$ cat config.mk
export PLATFORM = sky130hd
export DESIGN_NAME = exe_mdu_ctrl
export DESIGN_NICKNAME = d
export VERILOG_FILES = /design/src/rtl/exe_mdu_ctrl.sv
export SDC_FILE = /design/constraint.sdc
export NUM_CORES = 1
export LEC_CHECK = 0
export ABC_AREA = 0
export CAP_MARGIN = 40
export CORE_MARGIN = 2
export CORE_UTILIZATION = 50
export CTS_BUF_LIST = sky130_fd_sc_hd__clkbuf_2
export DETAILED_ROUTE_END_ITERATION = 8
export PLACE_DENSITY = 0.84
export SYNTH_ARGS = -nofsm -noshare
export SYNTH_HDL_FRONTEND = slang
export SYNTH_SLANG_ARGS = --single-unit
export TNS_END_PERCENT = 100
$ cat constraint.sdc
create_clock -name cpu_clk -period 2.87 [get_ports cpu_clk]
set_input_delay 0.574 -clock cpu_clk [delete_from_list [all_inputs] [get_ports cpu_clk]]
set_output_delay 0.574 -clock cpu_clk [all_outputs]
set_load 0.03 [all_outputs]
$ cat src/rtl/exe_mdu_ctrl.sv
// Iterative multiply/divide sequencer: radix-2 shift-add multiply, restoring divide, HI/LO result.
// Optional macro MDU_EARLY_OUT_EN: multiply exits CALC once the remaining multiplier bits are zero.
module exe_mdu_ctrl #(
  parameter int WIDTH = 32,
  parameter int CNT_W = 6
) (
  input  logic             cpu_clk,
  input  logic             cpu_rst,
  input  logic             mdu_i_start,
  input  logic [1:0]       mdu_i_op,
  input  logic [WIDTH-1:0] mdu_i_src1,
  input  logic [WIDTH-1:0] mdu_i_src2,
  input  logic             mdu_i_flush,
  output logic             mdu_o_stall_req,
  output logic             mdu_o_busy,
  output logic             mdu_o_done,
  output logic [WIDTH-1:0] mdu_o_hi,
  output logic [WIDTH-1:0] mdu_o_lo,
  output logic             mdu_o_dbz
);
  typedef enum logic [1:0] {S_IDLE, S_CALC, S_FIX, S_DONE} state_t;

  state_t           state_q, state_d;
  logic [CNT_W-1:0] cnt_q, cnt_d;
  logic [WIDTH-1:0] acc_q, acc_d, low_q, low_d, opb_q, opb_d;
  logic [WIDTH-1:0] hi_q, hi_d, lo_q, lo_d;
  logic [1:0]       op_q, op_d;
  logic             quo_neg_q, quo_neg_d, rem_neg_q, rem_neg_d;
  logic             done_q, done_d, dbz_q, dbz_d;

  logic             start_ok, in_signed, is_div, is_signed;
  logic [WIDTH-1:0] abs1, abs2, quo_fix, rem_fix;
  logic [WIDTH:0]   sum, shl, trial;
  logic [2*WIDTH-1:0] prod;

  function automatic logic [WIDTH-1:0] neg_w(input logic [WIDTH-1:0] x);
    return ~x + WIDTH'(1);
  endfunction

  function automatic logic [2*WIDTH-1:0] neg_2w(input logic [2*WIDTH-1:0] x);
    return ~x + (2*WIDTH)'(1);
  endfunction

  assign start_ok  = mdu_i_start & ~mdu_i_flush;
  assign in_signed = ~mdu_i_op[0];
  assign abs1      = (in_signed & mdu_i_src1[WIDTH-1]) ? neg_w(mdu_i_src1) : mdu_i_src1;
  assign abs2      = (in_signed & mdu_i_src2[WIDTH-1]) ? neg_w(mdu_i_src2) : mdu_i_src2;
  assign is_div    = op_q[1];
  assign is_signed = ~op_q[0];

  // One iteration of each algorithm; acc/low/opb are shared between multiply and divide.
  assign sum   = {1'b0, acc_q} + (low_q[0] ? {1'b0, opb_q} : '0);
  assign shl   = {acc_q, low_q[WIDTH-1]};
  assign trial = shl - {1'b0, opb_q};

  always_comb begin
    prod = {acc_q, low_q};
`ifdef MDU_EARLY_OUT_EN
    prod = prod >> (WIDTH - int'(cnt_q));
`endif
    if (is_signed & quo_neg_q) prod = neg_2w(prod);
    quo_fix = (is_signed & quo_neg_q) ? neg_w(low_q) : low_q;
    rem_fix = (is_signed & rem_neg_q) ? neg_w(acc_q) : acc_q;
  end

  always_comb begin
    state_d   = state_q;
    cnt_d     = cnt_q;
    acc_d     = acc_q;
    low_d     = low_q;
    opb_d     = opb_q;
    op_d      = op_q;
    quo_neg_d = quo_neg_q;
    rem_neg_d = rem_neg_q;
    hi_d      = hi_q;
    lo_d      = lo_q;
    dbz_d     = dbz_q;
    done_d    = 1'b0;
    case (state_q)
      S_IDLE: begin
        if (start_ok) begin
          op_d      = mdu_i_op;
          cnt_d     = '0;
          dbz_d     = 1'b0;
          quo_neg_d = in_signed & (mdu_i_src1[WIDTH-1] ^ mdu_i_src2[WIDTH-1]);
          rem_neg_d = in_signed & mdu_i_src1[WIDTH-1];
          acc_d     = '0;
          if (mdu_i_op[1] && mdu_i_src2 == '0) begin
            state_d = S_DONE;
            lo_d    = '1;
            hi_d    = mdu_i_src1;
            dbz_d   = 1'b1;
            done_d  = 1'b1;
          end else if (mdu_i_op[1]) begin
            state_d = S_CALC;
            low_d   = abs1;
            opb_d   = abs2;
          end else begin
            state_d = S_CALC;
            low_d   = abs2;
            opb_d   = abs1;
          end
        end
      end
      S_CALC: begin
        if (mdu_i_flush) begin
          state_d = S_IDLE;
        end else begin
          cnt_d = cnt_q + CNT_W'(1);
          if (cnt_q == CNT_W'(WIDTH - 1)) state_d = S_FIX;
          if (is_div) begin
            if (!trial[WIDTH]) begin
              acc_d = trial[WIDTH-1:0];
              low_d = {low_q[WIDTH-2:0], 1'b1};
            end else begin
              acc_d = shl[WIDTH-1:0];
              low_d = {low_q[WIDTH-2:0], 1'b0};
            end
          end else begin
            acc_d = sum[WIDTH:1];
            low_d = {sum[0], low_q[WIDTH-1:1]};
          end
`ifdef MDU_EARLY_OUT_EN
          // Remaining multiplier bits sit in the low WIDTH-cnt bits of low_q.
          if (!is_div && (low_q << cnt_q) == '0) begin
            acc_d   = acc_q;
            low_d   = low_q;
            cnt_d   = cnt_q;
            state_d = S_FIX;
          end
`endif
        end
      end
      S_FIX: begin
        if (mdu_i_flush) begin
          state_d = S_IDLE;
        end else begin
          if (is_div) begin
            hi_d = rem_fix;
            lo_d = quo_fix;
          end else begin
            {hi_d, lo_d} = prod;
          end
          state_d = S_DONE;
          done_d  = 1'b1;
        end
      end
      default: state_d = S_IDLE;
    endcase
  end

  always_ff @(posedge cpu_clk) begin
    if (cpu_rst) begin
      state_q   <= S_IDLE;
      cnt_q     <= '0;
      acc_q     <= '0;
      low_q     <= '0;
      opb_q     <= '0;
      op_q      <= '0;
      quo_neg_q <= 1'b0;
      rem_neg_q <= 1'b0;
      hi_q      <= '0;
      lo_q      <= '0;
      done_q    <= 1'b0;
      dbz_q     <= 1'b0;
    end else begin
      state_q   <= state_d;
      cnt_q     <= cnt_d;
      acc_q     <= acc_d;
      low_q     <= low_d;
      opb_q     <= opb_d;
      op_q      <= op_d;
      quo_neg_q <= quo_neg_d;
      rem_neg_q <= rem_neg_d;
      hi_q      <= hi_d;
      lo_q      <= lo_d;
      done_q    <= done_d;
      dbz_q     <= dbz_d;
    end
  end

  // Stall drops in DONE so the stalled instruction retires with HI/LO visible.
  assign mdu_o_stall_req = ((state_q == S_IDLE) & start_ok) | (state_q == S_CALC) | (state_q == S_FIX);
  assign mdu_o_busy      = (state_q != S_IDLE);
  assign mdu_o_done      = done_q;
  assign mdu_o_hi        = hi_q;
  assign mdu_o_lo        = lo_q;
  assign mdu_o_dbz       = dbz_q;
endmodule

==> qor.yml, run 1 <==
drt-initial-drc-count: 2370
holdPathEnd: "acc_q[26]"
clockRootBuffer: "clkbuf_2"
p_leak_nw: 9.11
start_util: 0.512
reg2reg_to: "mdu_o_hi[26]"
cts_sinks: 174
synth_edf_count: 0
violations: "negative setup slack"
final.setup.worst_slack_ps: -402
cts_buffers: 17
pre_cts_ws_ps: -816
cts.htree.levels: 4
final_common_cell: "buf_4"
die_w_um: 176
area_delta_synth_final_pct: 48.8
cts_tree: "yes"
skew_ps: 67.1
clkTransAtPathRegs_ps: 270
path_class: "reg2reg"
synth_ff_type: "dfxtp_1"
final_cells: 2941
maxCapViolations: 0
drc: 0
numPortBuffers: 137
slew_violations: 0
start_kind: "register"
rsz0062_at_grt: "yes"
antenna_found_initial: 1
die_height_um: 176
grt-ovfl-total: 0
ant_nets: 0
clock_path_buffers: 2
io_pins: 138
worstMarginPinSlew_ps: 783
min_period_over_period: 1.14
gp_congestion: 1.05
min-delay-start: "cpu_rst"
required_ps: 3680
rr_worst_depth: 9
grt_max_degree: 152
r2r_setup_slack_ps: -400
synthesis.nets: 2166
max_freq_mhz: 306
dieArea_sq_um: 30900
first_pass_iters: 8
grt_first_pass_wirelength_um: 98200
coreArea_sq_um: 28900
r2r_start: "low_q[10]"
hold_depth: 4
period_needed_ps: 3270
p_total_mw: 6.88
synth_top_area_cell: "dfxtp_1"
insertion_delay_ps: 860
dr_total_vias: 18677
slew_headroom: 0.478
hold_class: "in2reg"
cp-end-kind: "register"
routed_wirelength_um: 67800
rows: 62
async_reset_ff_frac: 0
grt_pass1_vias: 17675
wl_per_cell_um: 23.0
nets: 2685
yosysWarningCount: 0
final_hold_viol_count: 0
ys_ff_latch: 174
status: "finished, violations left"
ir_drop_mv: 0.236
synth_top_area_share: 0.236
viasPerCell: 6.35
power_density_nw_per_um2: 313
synth_cell_types: 86
crit_fanout: 4
fin_tns_setup_ps: -10390
grt_use_total: 0.409
synth.avg_cell_area_sq_um: 7.29
drive_above_1_share: 0.326
synth_cells: 2025
seq_area_frac_synth: 0.236
setup_violations: 62
synthesis.area_sq_um: 14800
place_hpwl_um: 48900
critPathArrivalTime_ps: 4080
post-route-util: 0.761
dp_cells: 2842
layout_common_cells: "buf_4 (447), nor2_1 (240), nand2_1 (172), dfxtp_1 (145), a21oi_1 (143)"
synthTopCellsByArea: "dfxtp_1 (24%), nor2_1 (6.9%), a21oi_1 (6.4%), ha_1 (5.8%), xnor2_1 (5.3%)"
==> worst max-delay path by stage <==
stage	start	end	slack, ps
global placement	mdu_i_src2[27]	mdu_o_hi[12]	-770
global route	low_q[10]	mdu_o_hi[26]	-460
CTS	low_q[10]	mdu_o_hi[26]	-280
finish	low_q[10]	mdu_o_hi[26]	-400
detailed placement	mdu_i_src2[27]	mdu_o_hi[26]	-820
floorplan	mdu_i_src2[27]	mdu_o_hi[21]	-120
==> registers in the layout, summed over array words and instances (netlist names), 2 cells and up <==
signal    cells
op_q          2
low_q        32
mdu_o_hi     32
cnt_q         6
mdu_o_lo     32
opb_q        32
state_q       2
acc_q        32
==> worst max-delay path: stages (launching register included) <==
cell	delay, ps
dfxtp_2	390
or4_4	530
or4_4	430
or4b_4	640
o21ai_4	240
a21oi_1	120
xor2_1	330
a21oi_1	110
a221oi_2	300
buf_4	140
==> timing repair <==
item,in CTS,in global routing
endpoints found under the setup margin,60,65
hold buffers,0,0
pin swaps,78,94
gates cloned,5,0
setup buffers,46,29
gates resized for setup,174,209
==> layout make-up <==
| type | count | area, sq um |
|---|---|---|
| Multi-Input combinational cell | 1640 | 11900 |
| Fill cell | 2064 | 6890 |
| Timing Repair Buffer | 638 | 5540 |
| Sequential cell | 174 | 3530 |
| Tap cell | 384 | 480 |
| Inverter | 73 | 278 |
| Clock inverter | 12 | 115 |
| Clock buffer | 18 | 90.1 |
| Antenna cell | 2 | 5.00 |
==> logic make-up after synthesis <==
kind of cell | Yosys count | synth area share
adders and majority gates | 71 | 0.0612
DFF | 174 | 0.236
xor gates and xnor gates | 167 | 0.0990
and+or+nand+nor | 703 | 0.222
buffers and inverters | 211 | 0.0571
AOI/OAI and AO/OA | 620 | 0.270
muxes | 79 | 0.0546
==> synthesized netlist by cell type, types with 9 or more instances <==
| library cell | instances |
|---|---|
| nor3_1 | 57 |
| inv_1 | 73 |
| xnor2_1 | 90 |
| o211ai_1 | 24 |
| a21o_1 | 36 |
| mux2_2 | 13 |
| nand4_1 | 23 |
| mux2i_1 | 66 |
| buf_2 | 14 |
| dfxtp_1 | 174 |
| a22oi_1 | 18 |
| a31oi_1 | 23 |
| o21a_1 | 9 |
| xor2_1 | 77 |
| nand2_1 | 180 |
| nor2_1 | 272 |
| clkbuf_1 | 113 |
| and3_1 | 14 |
| a211oi_1 | 70 |
| nand2b_1 | 22 |
| or3_1 | 16 |
| a21oi_1 | 190 |
| nor2b_1 | 18 |
| o21ai_0 | 106 |
| o22ai_1 | 29 |
| ha_1 | 69 |
| or4_1 | 15 |
| o41ai_1 | 10 |
| o31ai_1 | 18 |
| nor4_1 | 22 |
| nand3_1 | 22 |
==> through the flow <==
stage / hold slack [ps] / cell area, sq um
after floorplan: 432 / 15000
after global placement: 441 / 19600
final: 145 / 22000
after global routing: 82.3 / 22000
after CTS: 109 / 20900
after detailed placement: 449 / 19600
==> report_power, final <==
group	leakage, nW	switching (mW)	internal, mW	total [mW]
Sequential	1.43	0.0811	2.52	2.60
Combinational	7.56	1.64	1.33	2.96
Clock	0.125	0.998	0.318	1.32
Total	9.11	2.71	4.16	6.88
==> per-layer routing <==
layer / part of all wire / GRT usage
met1: 0.38 / 0.498
met2: 0.45 / 0.655
met3: 0.10 / 0.0939
met4: 0.076 / 0.255
met5: 0 / 0
No activity file was read; power rests on OpenSTA's default activity.
==> run 2, diff against run 1 <==
--- a/config.mk
+++ b/config.mk
@@ -5,14 +5,14 @@
 export SDC_FILE = /design/constraint.sdc
 export NUM_CORES = 1
 export LEC_CHECK = 0
-export ABC_AREA = 0
 export CAP_MARGIN = 40
 export CORE_MARGIN = 2
 export CORE_UTILIZATION = 50
 export CTS_BUF_LIST = sky130_fd_sc_hd__clkbuf_2
 export DETAILED_ROUTE_END_ITERATION = 8
 export PLACE_DENSITY = 0.84
+export SLEW_MARGIN = 25
 export SYNTH_ARGS = -nofsm -noshare
 export SYNTH_HDL_FRONTEND = slang
 export SYNTH_SLANG_ARGS = --single-unit
-export TNS_END_PERCENT = 100
+export TNS_END_PERCENT = 10
==> run 2 against run 1 <==
Compared with the run above:
- the flow still finishes with violations (negative setup slack)
- cell count fell by 1.7%
- sequential share of layout area increased by 0.70 points
- core utilization down 3.7 points
- clock power up 8%
- non-clock buffer count is 50 lower
- die area stayed put
- global-route usage down 2.4 points
- clock-buffer cell count is 1 lower
- wire length is 6.1% lower
- via count decreased by 2.2%
- critical path type unchanged
==> qor.yml, run 2 (synthesis results as in run 1) <==
grt_max_degree: 89  # was 152
drc: 0  # unchanged
required_ps: 3620  # was 3680 ps
max_freq_mhz: 311  # was 306 MHz
cts_tree: "yes"  # unchanged
insertion_delay_ps: 820  # was 860 ps
p_total_mw: 6.73  # was 6.88 mW
design_area_sq_um: 20900  # was 22000 sq um
fillers: 2193  # was 2064
rows: 62  # unchanged
cts.htree.levels: 4  # unchanged
cts_hold_buf: 0  # unchanged
p_leak_nw: 8.69  # was 9.11 nW
violations: "negative setup slack"  # unchanged
grt_pass1_vias: 17185  # was 17675
rr_worst_depth: 15  # was 9
grt-ovfl-total: 0  # unchanged
first_pass_iters: 8  # unchanged
period_needed_ps: 3210  # was 3270 ps
drt-initial-drc-count: 2330  # was 2370
status: "finished, violations left"  # unchanged
slew_violations: 0  # unchanged
routed_wirelength_um: 63600  # was 67800 um
dr_total_vias: 18264  # was 18677
dpl_cell_area_sq_um: 19400  # was 19600 sq um
die_w_um: 176  # unchanged
cp-end-kind: "register"  # unchanged
cts_sinks: 174  # unchanged
numPortBuffers: 137  # unchanged
final.setup.worst_slack_ps: -343  # was -402 ps
hold_class: "in2reg"  # unchanged
clockRootBuffer: "clkbuf_2"  # unchanged
ir_drop_mv: 0.261  # was 0.236 mV
path_class: "reg2reg"  # unchanged
wl_per_cell_um: 22.0  # was 23.0 um
skew_ps: 44.6  # was 67.1 ps
start_kind: "register"  # unchanged
worstMarginPinSlew_ps: 744  # was 783 ps
grt_use_total: 0.386  # was 0.409
clock_path_buffers: 2  # unchanged
r2r_setup_slack_ps: -340  # was -400 ps
io_pins: 138  # unchanged
hold_ws_ps: 205  # was 145 ps
final_common_cell: "buf_4"  # unchanged
maxCapViolations: 0  # unchanged
area_delta_synth_final_pct: 41.6  # was 48.8%
antenna_found_initial: 2  # was 1
rsz0062_at_grt: "yes"  # unchanged
clkTransAtPathRegs_ps: 320  # was 270 ps
layout_common_cells: "buf_4 (411), nor2_1 (248), nand2_1 (177), a21oi_1 (165), dfxtp_1 (161)"  # was buf_4 (447), nor2_1 (240), nand2_1 (172), dfxtp_1 (145), a21oi_1 (143)
slew_headroom: 0.504  # was 0.478
cts_buffers: 17  # unchanged
critPathArrivalTime_ps: 3960  # was 4080 ps
coreArea_sq_um: 28900  # unchanged
crit_fanout: 5  # was 4
hold_depth: 2  # was 4
drive_above_1_share: 0.269  # was 0.326
ant_nets: 0  # unchanged
start_util: 0.512  # unchanged
setup_violations: 52  # was 62
power_density_nw_per_um2: 322  # was 313 nW/um^2
min_period_over_period: 1.12  # was 1.14
viasPerCell: 6.32  # was 6.35
final_hold_viol_count: 0  # unchanged
nets: 2635  # was 2685
grt_first_pass_wirelength_um: 93700  # was 98200 um
dieArea_sq_um: 30900  # unchanged
gp_congestion: 1.06  # was 1.05
place_hpwl_um: 47700  # was 48900 um
die_height_um: 176  # unchanged
run 2: changes by cell type in the layout (fill, tap and decap cells not counted), sizes merged:
cell    before  now
diode        2    1
clkbuf      19   18
bufbuf       1    0
inv         75   80
buf        502  453
clkinv       6    4
run 2: path summary, 6_finish.rpt:
check | from | to
setup / recovery | low_q[0] | acc_q[28]
hold / removal | cpu_rst | opb_q[14]
setup reg to reg | low_q[0] | acc_q[28]
hold reg to reg | opb_q[24] | opb_q[24]
run 2: what timing repair did:
action / CTS / global route
buffers inserted: 11 / 19
hold endpoints to repair: 0 / 0
endpoints found under the setup margin: 54 / 72
pin swaps: 41 / 60
gates resized for setup: 83 / 145
cloned: 1 / 1
run 2: area by class of cell:
cell class / instances / area, sq um / share of cell area
tap: 384 / 480 / 0.0230
antenna: 1 / 2.50 / 0.000120
sequential: 174 / 3500 / 0.167
multi-input combinational: 1640 / 11300 / 0.542
inverter: 73 / 278 / 0.0133
timing repair buffer: 588 / 5050 / 0.242
clock buffer: 17 / 85.1 / 0.00407
clock inverter: 15 / 166 / 0.00796
run 2: power breakdown:
group	total, mW	switching [mW]	internal (mW)
Clock	1.43	1.07	0.364
Sequential	2.59	0.0782	2.52
Combinational	2.70	1.49	1.21
Total	6.73	2.64	4.09
run 2: metrics by stage:
stage	cells	setup TNS [ps]	util	setup WS, ps
finish	2892	-6890	0.725	-343
CTS	2873	-6690	0.699	-296
global placement	2830	-77560	0.674	-745
global route	2892	-12320	0.725	-450
detailed placement	2830	-88550	0.674	-781
floorplan	2025	-4830	-	-150
run 2: critical path, stage by stage (launching register included):
cell and delay, ps:
dfxtp_4 450, buf_6 110, clkinvlp_4 130, buf_12 180
nor2_4 100, ha_4 220, buf_6 130, a211oi_4 270
o22ai_2 120, a22o_1 300, a211oi_4 330, o211a_4 270
o41ai_2 100, xor2_1 190, a22oi_2 190, o21ai_1 90
run 2: metal layers:
metal	vias to the layer above	global-route usage	wire (um)
met5	-	0	10
met4	2	0.234	4760
met3	308	0.0768	7230
met2	1194	0.602	27600
met1	8513	0.491	24000
li1	8247	-	-
